File: src/rtl/spm_bus_pkg.sv
// Shared types and constants for the SPM bus arbiter and its per-port write buffers.
package spm_bus_pkg;

    localparam int SPM_ADDR_W = 14;
    localparam int SPM_EN_W   = 2;
    localparam int SPM_DATA_W = 64;

    typedef struct packed {
        logic [SPM_ADDR_W-1:0] addr;
        logic [SPM_EN_W-1:0]   en;
        logic                  wr;
        logic [SPM_DATA_W-1:0] wdata;
    } spm_req_t;

    // A request is live whenever any enable bit is set.
    function automatic logic req_valid(input spm_req_t req);
        return |req.en;
    endfunction

endpackage

File: src/rtl/spm_wr_fifo.sv
// DEPTH-entry request buffer for one write port; holds writes that lost the bus.
module spm_wr_fifo
    import spm_bus_pkg::*;
#(
    parameter int DEPTH = 2
) (
    input  logic                         clk,
    input  logic                         reset,
    input  logic                         push,
    input  logic                         pop,
    input  spm_req_t                     din,
    output spm_req_t                     head,
    output logic [$clog2(DEPTH+1)-1:0]   count,
    output logic                         full
);

    localparam int PW = (DEPTH > 1) ? $clog2(DEPTH) : 1;
    localparam int CW = $clog2(DEPTH + 1);

    spm_req_t        mem [DEPTH];
    logic [PW-1:0]   rd_ptr;
    logic [PW-1:0]   wr_ptr;

    assign head = mem[rd_ptr];
    assign full = (count == CW'(DEPTH));

    // Storage has no reset: only count decides which entries are meaningful.
    always_ff @(posedge clk) begin
        if (push) mem[wr_ptr] <= din;
    end

    // Pointers wrap explicitly so DEPTH=1 keeps both pointers pinned at 0.
    always_ff @(posedge clk or negedge reset) begin
        if (!reset) begin
            rd_ptr <= '0;
            wr_ptr <= '0;
            count  <= '0;
        end else begin
            if (push) wr_ptr <= (wr_ptr == PW'(DEPTH - 1)) ? '0 : wr_ptr + 1'b1;
            if (pop)  rd_ptr <= (rd_ptr == PW'(DEPTH - 1)) ? '0 : rd_ptr + 1'b1;
            if (push && !pop)      count <= count + 1'b1;
            else if (pop && !push) count <= count - 1'b1;
        end
    end

endmodule

File: src/rtl/spm_bus_arb.sv
// SPM master bus arbiter: TX port has absolute priority, buffered write ports share the
// remaining slots round-robin. The bus mux is combinational (zero-cycle issue).
module spm_bus_arb
    import spm_bus_pkg::*;
#(
    parameter int ADDR_W = SPM_ADDR_W,
    parameter int EN_W   = SPM_EN_W,
    parameter int DATA_W = SPM_DATA_W,
    parameter int N_WR   = 2,
    parameter int DEPTH  = 2
) (
    input  logic                  clk,
    input  logic                  reset,
    input  logic [ADDR_W-1:0]     tx_spm_addr,
    input  logic [EN_W-1:0]       tx_spm_en,
    input  logic                  tx_spm_wr,
    input  logic [DATA_W-1:0]     tx_spm_wdata,
    input  logic [N_WR*ADDR_W-1:0] wr_spm_addr,
    input  logic [N_WR*EN_W-1:0]  wr_spm_en,
    input  logic [N_WR-1:0]       wr_spm_wr,
    input  logic [N_WR*DATA_W-1:0] wr_spm_wdata,
    output logic [N_WR-1:0]       wr_ready,
    input  logic [DATA_W-1:0]     spm_slv_rdata,
    input  logic                  spm_slv_error,
    output logic [ADDR_W-1:0]     spm_addr,
    output logic [EN_W-1:0]       spm_en,
    output logic                  spm_wr,
    output logic [DATA_W-1:0]     spm_wdata,
    output logic [DATA_W-1:0]     tx_spm_slv_rdata,
    output logic                  tx_spm_slv_error,
    output logic [N_WR-1:0]       overflow_err
);

    localparam int PTR_W = (N_WR > 1) ? $clog2(N_WR) : 1;
    localparam int CNT_W = $clog2(DEPTH + 1);

    spm_req_t           tx_req;
    spm_req_t           bus;
    spm_req_t           in_req   [N_WR];
    spm_req_t           head     [N_WR];
    spm_req_t           cand_req [N_WR];
    logic [CNT_W-1:0]   count    [N_WR];
    logic [N_WR-1:0]    in_vld, buffered, cand, pop, push, direct, full;
    logic [PTR_W-1:0]   rr_ptr, gnt_idx;
    logic               gnt_vld, tx_act;

    assign tx_req = '{addr: tx_spm_addr, en: tx_spm_en, wr: tx_spm_wr, wdata: tx_spm_wdata};
    assign tx_act = req_valid(tx_req);

    // Reads are owned by TX, so response signals pass straight through.
    assign tx_spm_slv_rdata = spm_slv_rdata;
    assign tx_spm_slv_error = spm_slv_error;

    for (genvar g = 0; g < N_WR; g++) begin : g_port
        assign in_req[g] = '{addr:  wr_spm_addr[g*ADDR_W +: ADDR_W],
                             en:    wr_spm_en[g*EN_W +: EN_W],
                             wr:    wr_spm_wr[g],
                             wdata: wr_spm_wdata[g*DATA_W +: DATA_W]};
        assign in_vld[g]   = req_valid(in_req[g]);
        assign buffered[g] = (count[g] != '0);
        // A nonempty buffer hides the incoming request so per-port order holds.
        assign cand[g]     = buffered[g] | in_vld[g];
        assign cand_req[g] = buffered[g] ? head[g] : in_req[g];
        assign pop[g]      = gnt_vld && (gnt_idx == PTR_W'(g)) && buffered[g];
        assign direct[g]   = gnt_vld && (gnt_idx == PTR_W'(g)) && !buffered[g];
        // wr_ready comes from registered count only, so a same-cycle pop cannot admit a push.
        assign push[g]     = in_vld[g] && !direct[g] && wr_ready[g];
        assign wr_ready[g] = ~full[g];

        spm_wr_fifo #(.DEPTH(DEPTH)) u_fifo (
            .clk   (clk),
            .reset (reset),
            .push  (push[g]),
            .pop   (pop[g]),
            .din   (in_req[g]),
            .head  (head[g]),
            .count (count[g]),
            .full  (full[g])
        );
    end

    // Round-robin search starting at rr_ptr; TX activity suppresses every write grant.
    always_comb begin
        int idx;
        gnt_vld = 1'b0;
        gnt_idx = '0;
        idx     = 0;
        if (!tx_act) begin
            for (int k = 0; k < N_WR; k++) begin
                idx = (int'(rr_ptr) + k) % N_WR;
                if (!gnt_vld && cand[idx]) begin
                    gnt_vld = 1'b1;
                    gnt_idx = PTR_W'(idx);
                end
            end
        end
    end

    // Zero-latency bus mux: TX, else granted port, else idle.
    always_comb begin
        bus = '0;
        if (tx_act)       bus = tx_req;
        else if (gnt_vld) bus = cand_req[gnt_idx];
    end

    assign spm_addr  = bus.addr;
    assign spm_en    = bus.en;
    assign spm_wr    = bus.wr;
    assign spm_wdata = bus.wdata;

    // Pointer advances past the granted port; sticky overflow on writes to a full buffer.
    always_ff @(posedge clk or negedge reset) begin
        if (!reset) begin
            rr_ptr       <= '0;
            overflow_err <= '0;
        end else begin
            if (gnt_vld) rr_ptr <= (gnt_idx == PTR_W'(N_WR - 1)) ? '0 : gnt_idx + 1'b1;
            overflow_err <= overflow_err | (in_vld & ~wr_ready);
        end
    end

endmodule

File: config.mk
export PLATFORM = sky130hd
export DESIGN_NAME = spm_bus_arb
export DESIGN_NICKNAME = d
export VERILOG_FILES = /design/src/rtl/spm_bus_pkg.sv /design/src/rtl/spm_wr_fifo.sv /design/src/rtl/spm_bus_arb.sv
export SDC_FILE = /design/constraint.sdc
export NUM_CORES = 1
export LEC_CHECK = 0
export ABC_CLOCK_PERIOD_IN_PS = 5200
export CORE_MARGIN = 4
export CORE_UTILIZATION = 44
export CTS_BUF_LIST = sky130_fd_sc_hd__clkbuf_8 sky130_fd_sc_hd__clkbuf_16
export DETAILED_ROUTE_END_ITERATION = 8
export HOLD_SLACK_MARGIN = 0.02
export PLACE_DENSITY_LB_ADDON = 0.05
export REMOVE_ABC_BUFFERS = 1
export SLEW_MARGIN = 40
export SYNTH_ARGS = -nofsm -noshare
export SYNTH_HDL_FRONTEND = slang
export SYNTH_HIERARCHICAL = 1
export SYNTH_SLANG_ARGS = --single-unit
File: constraint.sdc
create_clock -name clk -period 5.2 [get_ports clk]
set_input_delay 1.3 -clock clk [delete_from_list [all_inputs] [get_ports clk]]
set_output_delay 1.3 -clock clk [all_outputs]
set_load 0.02 [all_outputs]
## Word level (Yosys, flattened, before mapping)

Memories as Yosys holds them, arrays and structs flattened.
Index checks and enable logic that the tools add are counted.

| operators by class | value |
|---|---|
| $add $sub $neg | 10 |
| multiply operators | 0 |
| divide/modulo/power cells | 0 |
| order comparisons | 3 |
| eq/ne operators | 2 |
| shift operators | 0 |
| muxes and demuxes | 32 |
| bitwise logic cells | 10 |
| reduce and logical (&&, ||, !) cells | 31 |

Operators with widths:

| kind | count |
|---|---|
| two-way mux 81 bit | 7 |
| two-way mux 1 bit | 21 |
| logical AND 1 bit | 15 |
| zero test 1 bit | 9 |
| two-way mux 2 bit | 4 |
| nonzero test 2 bit | 4 |
| adder 1 bit (second input constant) | 6 |
| OR reduction 2 bit | 3 |
| adder 2 x 1 -> 2 bit (second input constant) | 2 |
| == test 2 bit (second input constant) | 2 |
| subtractor 2 x 1 -> 2 bit (second input constant) | 2 |
| less-than comparator 2 x 3 -> 1 bit (second input constant) | 1 |
| NOT 1 bit | 3 |
| AND 2 bit | 1 |
| >= comparator 2 bit (second input constant) | 1 |
| less-than comparator 1 x 2 -> 1 bit (second input constant) | 1 |
| NOT 1 -> 2 bit | 1 |
| NOT 2 bit | 1 |
| bitwise OR 1 bit | 2 |
| bitwise OR 2 bit | 1 |
| AND 1 bit (first input constant) | 1 |

| storage, ports and cells | value |
|---|---|
| bits in registers | 11 |
| bits in latches | 0 |
| RAM bits | 324 |
| memory bits (read-only) | 0 |
| bits of input ports | 310 |
| output and inout bits | 150 |
| logic and storage cells | 98 |
| memories kept | 2 |

Memory list:

| name | depth | width | read ports | clocked after Yosys merged registers in | write ports | RTL line | source |
|---|---|---|---|---|---|---|---|
| g_port[0].u_fifo.mem | 2 | 81 | 1 | 0 | 1 | spm_wr_fifo.sv:20 | `spm_req_t mem [DEPTH];` |
| g_port[1].u_fifo.mem | 2 | 81 | 1 | 0 | 1 | spm_wr_fifo.sv:20 |  |

## Depth between registers and ports, before layout

| depth | value |
|---|---|
| depth in word-level cells | 20 |
| gate-level depth with buffers | 10 |
| gate-level depth less buffers | 9 |

## Modules after synthesis

Netlist, hierarchy kept.

Modules (own cells, without submodules):

| module | instances | cells each | area each (µm²) | sequential area each (µm²) |
|---|---|---|---|---|
| spm_wr_fifo | 2 | 267 | 6,427.4 | 4,964.8 |
| spm_bus_arb | 1 | 480 | 3,470.8 | 75.1 |

## Worst setup path before layout

Ideal clock, no wire load.

| path | value |
|---|---|
| path type | input to register |
| start | input port wr_spm_en[2] |
| end | memory g_port[1].u_fifo/mem[0][0] in the netlist's numbering (enable) |
| library setup time | 0.531 ns |
| arrival | 6.071 ns |
| data required time | 4.669 ns |
| setup slack | -1.401 ns |
| stages on the path | 6 |
| path buffers | 1 |
| cell sequence | or4_4 -> o211ai_2 -> buf_2 -> nor2_1 -> nor3_1 -> nor2b_1 |

| on the way | value |
|---|---|
| longest elaborated chain between the ends | 17 |
| elaborated cells on any way between the ends | 23 |
| classes of those cells | mux: 14; bitwise: 1; reduce/logical: 8 |

Ends and longest elaborated chain:

| item | RTL line | source |
|---|---|---|
| from (decl) | spm_bus_arb.sv:19 | `input logic [N_WR*EN_W-1:0] wr_spm_en,` |
| OR reduction 2 bit * | spm_bus_pkg.sv:17 | `return \|req.en;` |
| bitwise OR 1 bit | spm_bus_arb.sv:62 | `assign cand[g] = buffered[g] \| in_vld[g];` |
| two-way mux 1 bit (not written as such) (2 in a row) | spm_bus_arb.sv:91 | `if (!gnt_vld && cand[idx]) begin` |
| two-way mux 1 bit | spm_bus_arb.sv:91 |  |
| two-way mux 1 bit | spm_bus_arb.sv:88 | `if (!tx_act) begin` |
| zero test 1 bit | spm_bus_arb.sv:91 |  |
| logical AND 1 bit | spm_bus_arb.sv:91 |  |
| two-way mux 1 bit | spm_bus_arb.sv:91 |  |
| two-way mux 1 bit | spm_bus_arb.sv:88 |  |
| logical AND 1 bit (2 in a row) | spm_bus_arb.sv:65 | `assign direct[g] = gnt_vld && (gnt_idx == PTR_W'(g)) && !buffered[g];` |
| zero test 1 bit | spm_bus_arb.sv:67 | `assign push[g] = in_vld[g] && !direct[g] && wr_ready[g];` |
| logical AND 1 bit * (2 in a row) | spm_bus_arb.sv:67 |  |
| via push[1] | spm_bus_arb.sv:43 | `logic [N_WR-1:0] in_vld, buffered, cand, pop, push, direct, full;` |
| two-way mux 1 bit * | spm_wr_fifo.sv:29 | `if (push) mem[wr_ptr] <= din;` |
| two-way mux 1 bit (not written as such) * | spm_wr_fifo.sv:29 |  |
| to (decl) | spm_wr_fifo.sv:20 |  |

Mark *: on every way through the listed nets, which the timed path passes. The rest lies on a longest branch. The select of a mux whose other input is x is not followed.

## Final worst setup path

| path | value |
|---|---|
| start | input port wr_spm_en[3] |
| end | output port spm_addr[1] |

| on the way | value |
|---|---|
| longest elaborated chain between the ends | 16 |
| elaborated cells on any way between the ends | 22 |
| classes of those cells | mux: 17; bitwise: 2; reduce/logical: 3 |

Ends and longest elaborated chain:

| item | RTL line | source |
|---|---|---|
| OR reduction 2 bit * | spm_bus_pkg.sv:17 |  |
| bitwise OR 1 bit * | spm_bus_arb.sv:62 |  |
| two-way mux 1 bit (not written as such) (2 in a row) | spm_bus_arb.sv:91 |  |
| two-way mux 1 bit | spm_bus_arb.sv:91 |  |
| two-way mux 1 bit | spm_bus_arb.sv:88 |  |
| zero test 1 bit | spm_bus_arb.sv:91 |  |
| logical AND 1 bit | spm_bus_arb.sv:91 |  |
| two-way mux 1 bit | spm_bus_arb.sv:91 |  |
| two-way mux 1 bit | spm_bus_arb.sv:88 |  |
| NOT 1 -> 2 bit (not written as such) | spm_bus_arb.sv:103 | `else if (gnt_vld) bus = cand_req[gnt_idx];` |
| two-way mux 81 bit (not written as such) (3 in a row) | spm_bus_arb.sv:103 |  |
| two-way mux 81 bit * | spm_bus_arb.sv:103 |  |
| two-way mux 81 bit * | spm_bus_arb.sv:102 | `if (tx_act) bus = tx_req;` |
| to (decl) | spm_bus_arb.sv:25 | `output logic [ADDR_W-1:0] spm_addr,` |

Mark *: on every way between the ends. The rest lies on a longest branch, timed or not. The select of a mux whose other input is x is not followed.

==> summary.txt <==
Power and ir drop
  – Clock network power share: 0.208
  – Sw frac: 0.329
  – Sequential power share: 0.378
  – P_sw: 3.83 mW
  – Comb power frac: 0.414
  – Leakage power: 7.62 nW
  – VDD IR max: 276 uV
  – Pint: 7.81 mW
  – Cell area power density: 561 nW/um2

Finish
  – Filler instances: 3039
  – Nets: 1586
  – Commonest non-fill, non-tap cell in the layout: clkdlybuf4s50_1
  – Layout cells sized above 1: 0.200
  – Area Overhead vs Synth: 27.1%
  – Design Area, Final: 20700 um2
  – Most frequent cells in the layout: clkdlybuf4s50_1 (329), edfxtp_1 (324), mux2_4 (158), nand2_1 (89), mux2i_1 (79)

Floorplanning
  – Ports: 460
  – Core box area: 36600 um2
  – # rows: 70
  – Die Area: 40300 um2
  – Die H: 201 um
  – Chip width: 201 um
  – Initial Util: 0.446

Global route
  – First-pass GRT wire length: 68.1 mm
  – Vias in the first global route: 10.3k
  – Total global routing overflow: 0
  – Initial antenna violation count: 9
  – GR Util All Layers: 0.221
  – Pin count of the biggest net entering global routing: 54

Setup path
  – CP top delay family: buffers and inverters
  – CP max stage delay: 0.65 ns
  – Worst setup EP type: output pin
  – RR Startpoint: g_port[1].u_fifo/count[0]
  – Critical path origin: wr_spm_en[3]
  – FF-to-FF End: g_port[1].u_fifo/mem[1][31]
  – Cells along the critical path: clkdlybuf4s50_1, or4_4, nand2_1, nand2_4, buf_12, o221ai_1, clkdlybuf4s50_1
  – Critical Path Slowest Stage Cell: clkdlybuf4s50_1
  – FF-to-FF path depth: 7
  – Buffers & Inverters on Critical Path: 3
  – Worst path required time: 3.90 ns
  – Crit path DAT: 3.66 ns
  – Most frequent CP cell: clkdlybuf4s50_1
  – Maximum fanout along the worst path: 41
  – CP Class: input port to output pin
  – R2r setup slk: 1.86 ns
  – Startpoint Class: input port

CTS
  – Worst-skew pair later-pin latency: 0.51 ns
  – CTS Buffer Depth: 3
  – Clock transition at path regs: 0.06 ns
  – CTS tree: yes
  – Root Buffer: clkbuf_16
  – Cts repair resizes: 0
  – CTS buffer count: 38
  – Clock sinks: 335
  – CTS Hold Bufs: 0
  – Post-CTS Setup Inserts: 0
  – Htree depth: 2

Min path
  – Hold path endpoint: overflow_err[1]
  – Hold Path Depth: 1
  – Min-delay src: overflow_err[1]
  – Worst min path class: flip-flop to flip-flop

Detailed routing
  – Initial DRC Count: 647
  – Antenna-violating nets left: 0
  – DRC Markers: 0
  – Routed via count: 9874
  – DRT Pass-1 Iters: 5
  – Routed len/inst: 26.0 um
  – Via density: 5.57
  – DRT Wirelength: 46.1 mm

Run
  – Maxcap violations: 0

Timing
  – Final clock skew: 0.00671 ns
  – Final setup vio count: 0
  – Final Hold Viols: 0
  – RSZ-0062 raised after global routing: no
  – Final period util: 0.954
  – Setup ws final: 0.238 ns
  – Max-Slew Margin vs Limit: 0.502
  – WHS: 0.499 ns
  – Worst Tran Pin Value: 0.747 ns
  – Tmin final: 4.96 ns
  – TNS Setup: 0 ns
  – Fmax: 0.202 GHz
  – Final Max Slew Viols: 0

Logic synthesis
  – Yosys top cell by area: edfxtp_1
  – Mean Syn Cell Area: 16.1 um2
  – Synth warn: 6
  – Synth top area cells: edfxtp_1 (60%), mux2_4 (15%), mux2i_1 (4.8%), o221ai_1 (3.6%), a22oi_1 (3.6%)
  – Flops & latches, synth: 335
  – Synth unique cells: 39
  – Post-Syn Instances: 1014
  – Synthesized area: 16300 um2
  – Synth top area share: 0.596
  – Seq/Total Area, Yosys: 0.613

Placed design
  – Dpl hpwl: 30.8 mm
  – Setup WS pre-CTS: 0.258 ns
  – Gpl congestion: 0.754
  – Post-Place Cell Area: 19600 um2
  – Port bufs: 329

Outcome
  – Status: completed
[how the worst max path moves through the flow]
| stage | cells after the start | endpoint |
|---|---|---|
| 2_1_floorplan | 5 | g_port[1].u_fifo/mem[0][0] |
| 3_3_place_gp | 7 | spm_wdata[49] |
| 3_5_place_dp | 7 | spm_wdata[10] |
| 4_1_cts | 7 | spm_wdata[10] |
| 5_1_grt | 7 | spm_addr[1] |
| 6_report | 7 | spm_addr[1] |
[cell type report]
type	count	area [um2]	share of cell area
Antenna cell	3	7.51	0.000362
Sequential cell	335	10000	0.483
Clock buffer	41	1030	0.0494
Timing Repair Buffer	355	3700	0.178
Tap cell	468	586	0.0282
Multi-Input combinational cell	540	5290	0.255
Inverter	4	15.0	0.000724
Clock inverter	26	110	0.00531
[synth_stat cells]
cell,number
a31o_1,1
clkbuf_1,30
nand2_2,1
a32o_1,1
nand3b_1,2
o21bai_1,2
buf_1,7
edfxtp_1,324
nor2b_1,4
a21oi_1,3
buf_2,11
mux2i_1,79
nor4_1,1
o21ai_0,1
xnor2_1,2
inv_1,4
nand2_1,89
and2_1,2
nand3_1,2
or4_4,1
or2_2,2
or2_1,1
a211oi_1,1
buf_6,4
o221ai_2,10
o221ai_1,68
o31ai_1,1
nor2_2,2
nor3_1,2
buf_4,67
mux2_2,5
o211ai_2,1
nor2_1,10
ha_1,2
mux2_4,158
dfrtp_1,11
buf_12,16
xor2_1,8
a22oi_1,78
[kinds of logic (layout without fill, tap and decap cells)]
group / count (synthesis) / count (layout) / share of synthesized area
adder cells (fa/ha/maj): 2 / 2 / 0.00153
XOR/XNOR: 10 / 10 / 0.00537
other: 0 / 3 / 0
flip-flops: 335 / 335 / 0.613
multiplexers: 242 / 242 / 0.197
AO/OA/AOI/OAI: 167 / 167 / 0.0865
AND/OR/NAND/NOR: 119 / 119 / 0.0306
buffers and inverters: 139 / 426 / 0.0660
[per-stage QoR]
step | util | power, mW | cells
finish | 0.567 | 11.6 | 1772
global route | 0.567 | 12.2 | 1772
CTS | 0.566 | 11.8 | 1768
detailed placement | 0.535 | 9.34 | 1701
global placement | 0.535 | 9.32 | 1701
floorplan | - | 7.87 | 879
[layer usage]
layer / up-vias / track usage / share of wire / routed length (um)
met1: 4894 / 0.309 / 0.45 / 20600
met3: 58 / 0.101 / 0.10 / 4830
met2: 432 / 0.314 / 0.43 / 19700
met4: 18 / 0.0450 / 0.014 / 646
met5: - / 0.0512 / 0.0076 / 349
li1: 4472 / - / - / -
[worst reg2reg max path: stages, from the launching register on]
cell and delay, ns:
dfrtp_1 0.49, or4_4 0.59, o211ai_4 0.19, buf_12 0.26
nor2_1 0.08, nor3_1 0.53, and2_4 0.57, buf_12 0.27
[state kept, by name (all words and copies together), names as in the netlist]
name	count
overflow_err	2
g_port.u_fifo/mem	324
g_port.u_fifo/rd_ptr	2
g_port.u_fifo/count	4
g_port.u_fifo/wr_ptr	2
rr_ptr	1
[power by group through the flow]
stage	registers, mW	logic, mW	clock network, mW
5_1_grt	4.49	5.15	2.61
4_1_cts	4.42	4.90	2.49
3_5_place_dp	4.47	4.88	0
3_3_place_gp	4.42	4.90	0
6_report	4.40	4.82	2.42
2_1_floorplan	4.61	3.26	0
(Power assumes the default switching activity.)
==> patch: new RTL, same settings <==
The package constant `SPM_ADDR_W` goes from 14 to 15.
--- a/src/rtl/spm_bus_pkg.sv
+++ b/src/rtl/spm_bus_pkg.sv
@@ -1,7 +1,7 @@
 // Shared types and constants for the SPM bus arbiter and its per-port write buffers.
 package spm_bus_pkg;
 
-    localparam int SPM_ADDR_W = 14;
+    localparam int SPM_ADDR_W = 15;
     localparam int SPM_EN_W   = 2;
     localparam int SPM_DATA_W = 64;
 
Ports: changed (resized spm_addr, tx_spm_addr and wr_spm_addr); port bits go from 460 to 464. The function was not compared with the original's and may differ.
==> patch against the unedited design <==
  * Sequential cell count up 4
  * Cell area up 0.88%
  * Cell count up 0.79%
  * Area after synthesis down 0.76%
  * Power down 4.6%
  * Setup slack worse by 100 ps
  * Combinational power down 12%
  * Routed wire length down 1.7%
  * Critical path depth up 1
  * Critical path type unchanged
  * Critical endpoint is now spm_addr[12]
==> patch: results (changes against the unedited design) <==
pre-CTS WS -41.7 ps (-300 ps); sequential-to-total area share from yosys stat 62.5% (+1.2 points); syn_area_per_cell 16.1 µm² (about the same); input/output buffers 333 (+1.2%); Hold Crit Start overflow_err[1]; hold buffers post-CTS 0 (unchanged); GRT Resource Usage Total 21.8% (-0.27 points); R2R Setup Slk 2290 ps (+430 ps); Fillers 2,990 (-1.6%); top flop regs g_port.u_fifo/mem x328, g_port.u_fifo/count x4; via count 9,701 (-1.8%); Post-synth EDFFs 328 (+1.2%); final setup skew 10.0 ps (+3.31 ps); Worst EP arrival 3760 ps (+100 ps); Num CTS Buffers 38 (unchanged); Initial DRC Count 438 (-32%); FFs w/ async S/R, synth 3.24% (-0.039 points); Final Wtd Congestion 0.734 (-2.7%); leakage 7.96 nW (+4.4%); status finished clean; Max clock buf depth 3 (unchanged); worst r2r src g_port[0].u_fifo/count[0]; clock transition at the registers of the reported paths 50 ps; first-pass GRT wire length 64.8 mm (-4.9%); initial antenna violation count 5 (-4); hold path depth 1 (unchanged); estimated wirelength of the detail-placed design 31.4 mm (+1.7%); Synth Flop Type edfxtp_1; total length of routed wires 45.4 mm (-1.7%); placed cells 1,714 (+0.76%); list of most frequent post-synthesis cells 328 x edfxtp_1, 140 x mux2_4, 82 x mux2i_1, 82 x nand2_1, 80 x o211ai_1; via count of the first global-routing pass 9,949 (-3.6%); largest net degree at the start of global routing 83 (+54%); Crit. Startpoint wr_spm_en[2]; Clock Root Buffer clkbuf_16; routed vias/inst 5.43 (-2.5%); crit-path max cell delay 630 ps (-20 ps); WHS 477 ps (-22.3 ps); layout cell share with drive strength beyond 1 19.4% (-0.56 points); FF-to-FF path depth 7 (unchanged); Final nets 1,602 (+1.0%); Slew Limit Headroom 55.9% (+5.7 points); post-synth cell types 37 (-5.1%); Critical R2R Capture g_port[1].u_fifo/mem[0][22]; synth top area cells edfxtp_1 61%, mux2_4 13%, mux2i_1 5.1%; VDD IR max 0.000490 V (+77%); First-pass DRT Iterations 4 (-1)
## patch: report_power, final
| group | internal, mW | leakage [nW] | switching (mW) | total, mW |
|---|---|---|---|---|
| sequential | 4.08 | 3.21 | 0.321 | 4.40 |
| clock | 1.45 | 0.629 | 0.994 | 2.44 |
| combinational | 2.13 | 4.12 | 2.13 | 4.26 |
## patch: layout make-up
| type | count | area share, % |
|---|---|---|
| Clock buffer | 43 | 5.09 |
| Antenna cell | 5 | 0.0598 |
| Multi-Input combinational cell | 537 | 24.4 |
| Inverter | 4 | 0.0717 |
| Tap cell | 468 | 2.80 |
| Clock inverter | 23 | 0.412 |
| Sequential cell | 339 | 48.4 |
| Timing Repair Buffer | 367 | 18.8 |
## patch: what timing repair did
action                                  in CTS  in global routing
pin swaps                                    1                  0
setup buffers                                1                  0
endpoints found under the setup margin       3                 55
gates resized for setup                      0                 55
## patch: through the flow
stage | total power, mW | area [µm²] | util [%]
after floorplan | 7.57 | 15200 | -
after global placement | 8.77 | 19600 | 53.9
after detailed placement | 8.81 | 19600 | 53.9
after CTS | 11.3 | 20800 | 57.0
after global routing | 11.7 | 20900 | 57.4
final | 11.1 | 20900 | 57.5
## patch: kinds of logic (layout without fill, tap and decap cells)
logic type	count (synthesis)	after routing	share of synthesized area (%)
flops	339	339	62.5
mux	247	247	19.8
compound gates	175	175	8.07
buf+inv	131	437	6.17
simple gates	103	103	2.80
xor+xnor	10	10	0.541
fa+ha+maj	2	2	0.154
other cells	0	5	0
## patch: routing by layer
| metal | GRT usage, % | vias to the layer above | part of all wire, % |
|---|---|---|---|
| li1 | - | 4447 | - |
| met1 | 29.6 | 4768 | 43 |
| met2 | 31.5 | 406 | 44 |
| met3 | 10.5 | 70 | 11 |
| met4 | 5.18 | 10 | 1.6 |
| met5 | 5.02 | - | 0.66 |
## patch: worst max path at each step
stage / to / slack, ps / cells after the start
detailed placement: spm_wdata[7] / -40 / 7
floorplan: spm_addr[0] / -3860 / 4
CTS: spm_wdata[7] / 20 / 8
finish: spm_addr[12] / 140 / 8
global route: spm_wdata[58] / 2 / 8
global placement: spm_wdata[7] / -20 / 7
## patch: worst max-delay path: cells and delay by family
kind / cells / cell delay, ps
AO/OA/AOI/OAI: 2 / 590
buffers and inverters: 4 / 1440
AND/OR/NAND/NOR: 2 / 370
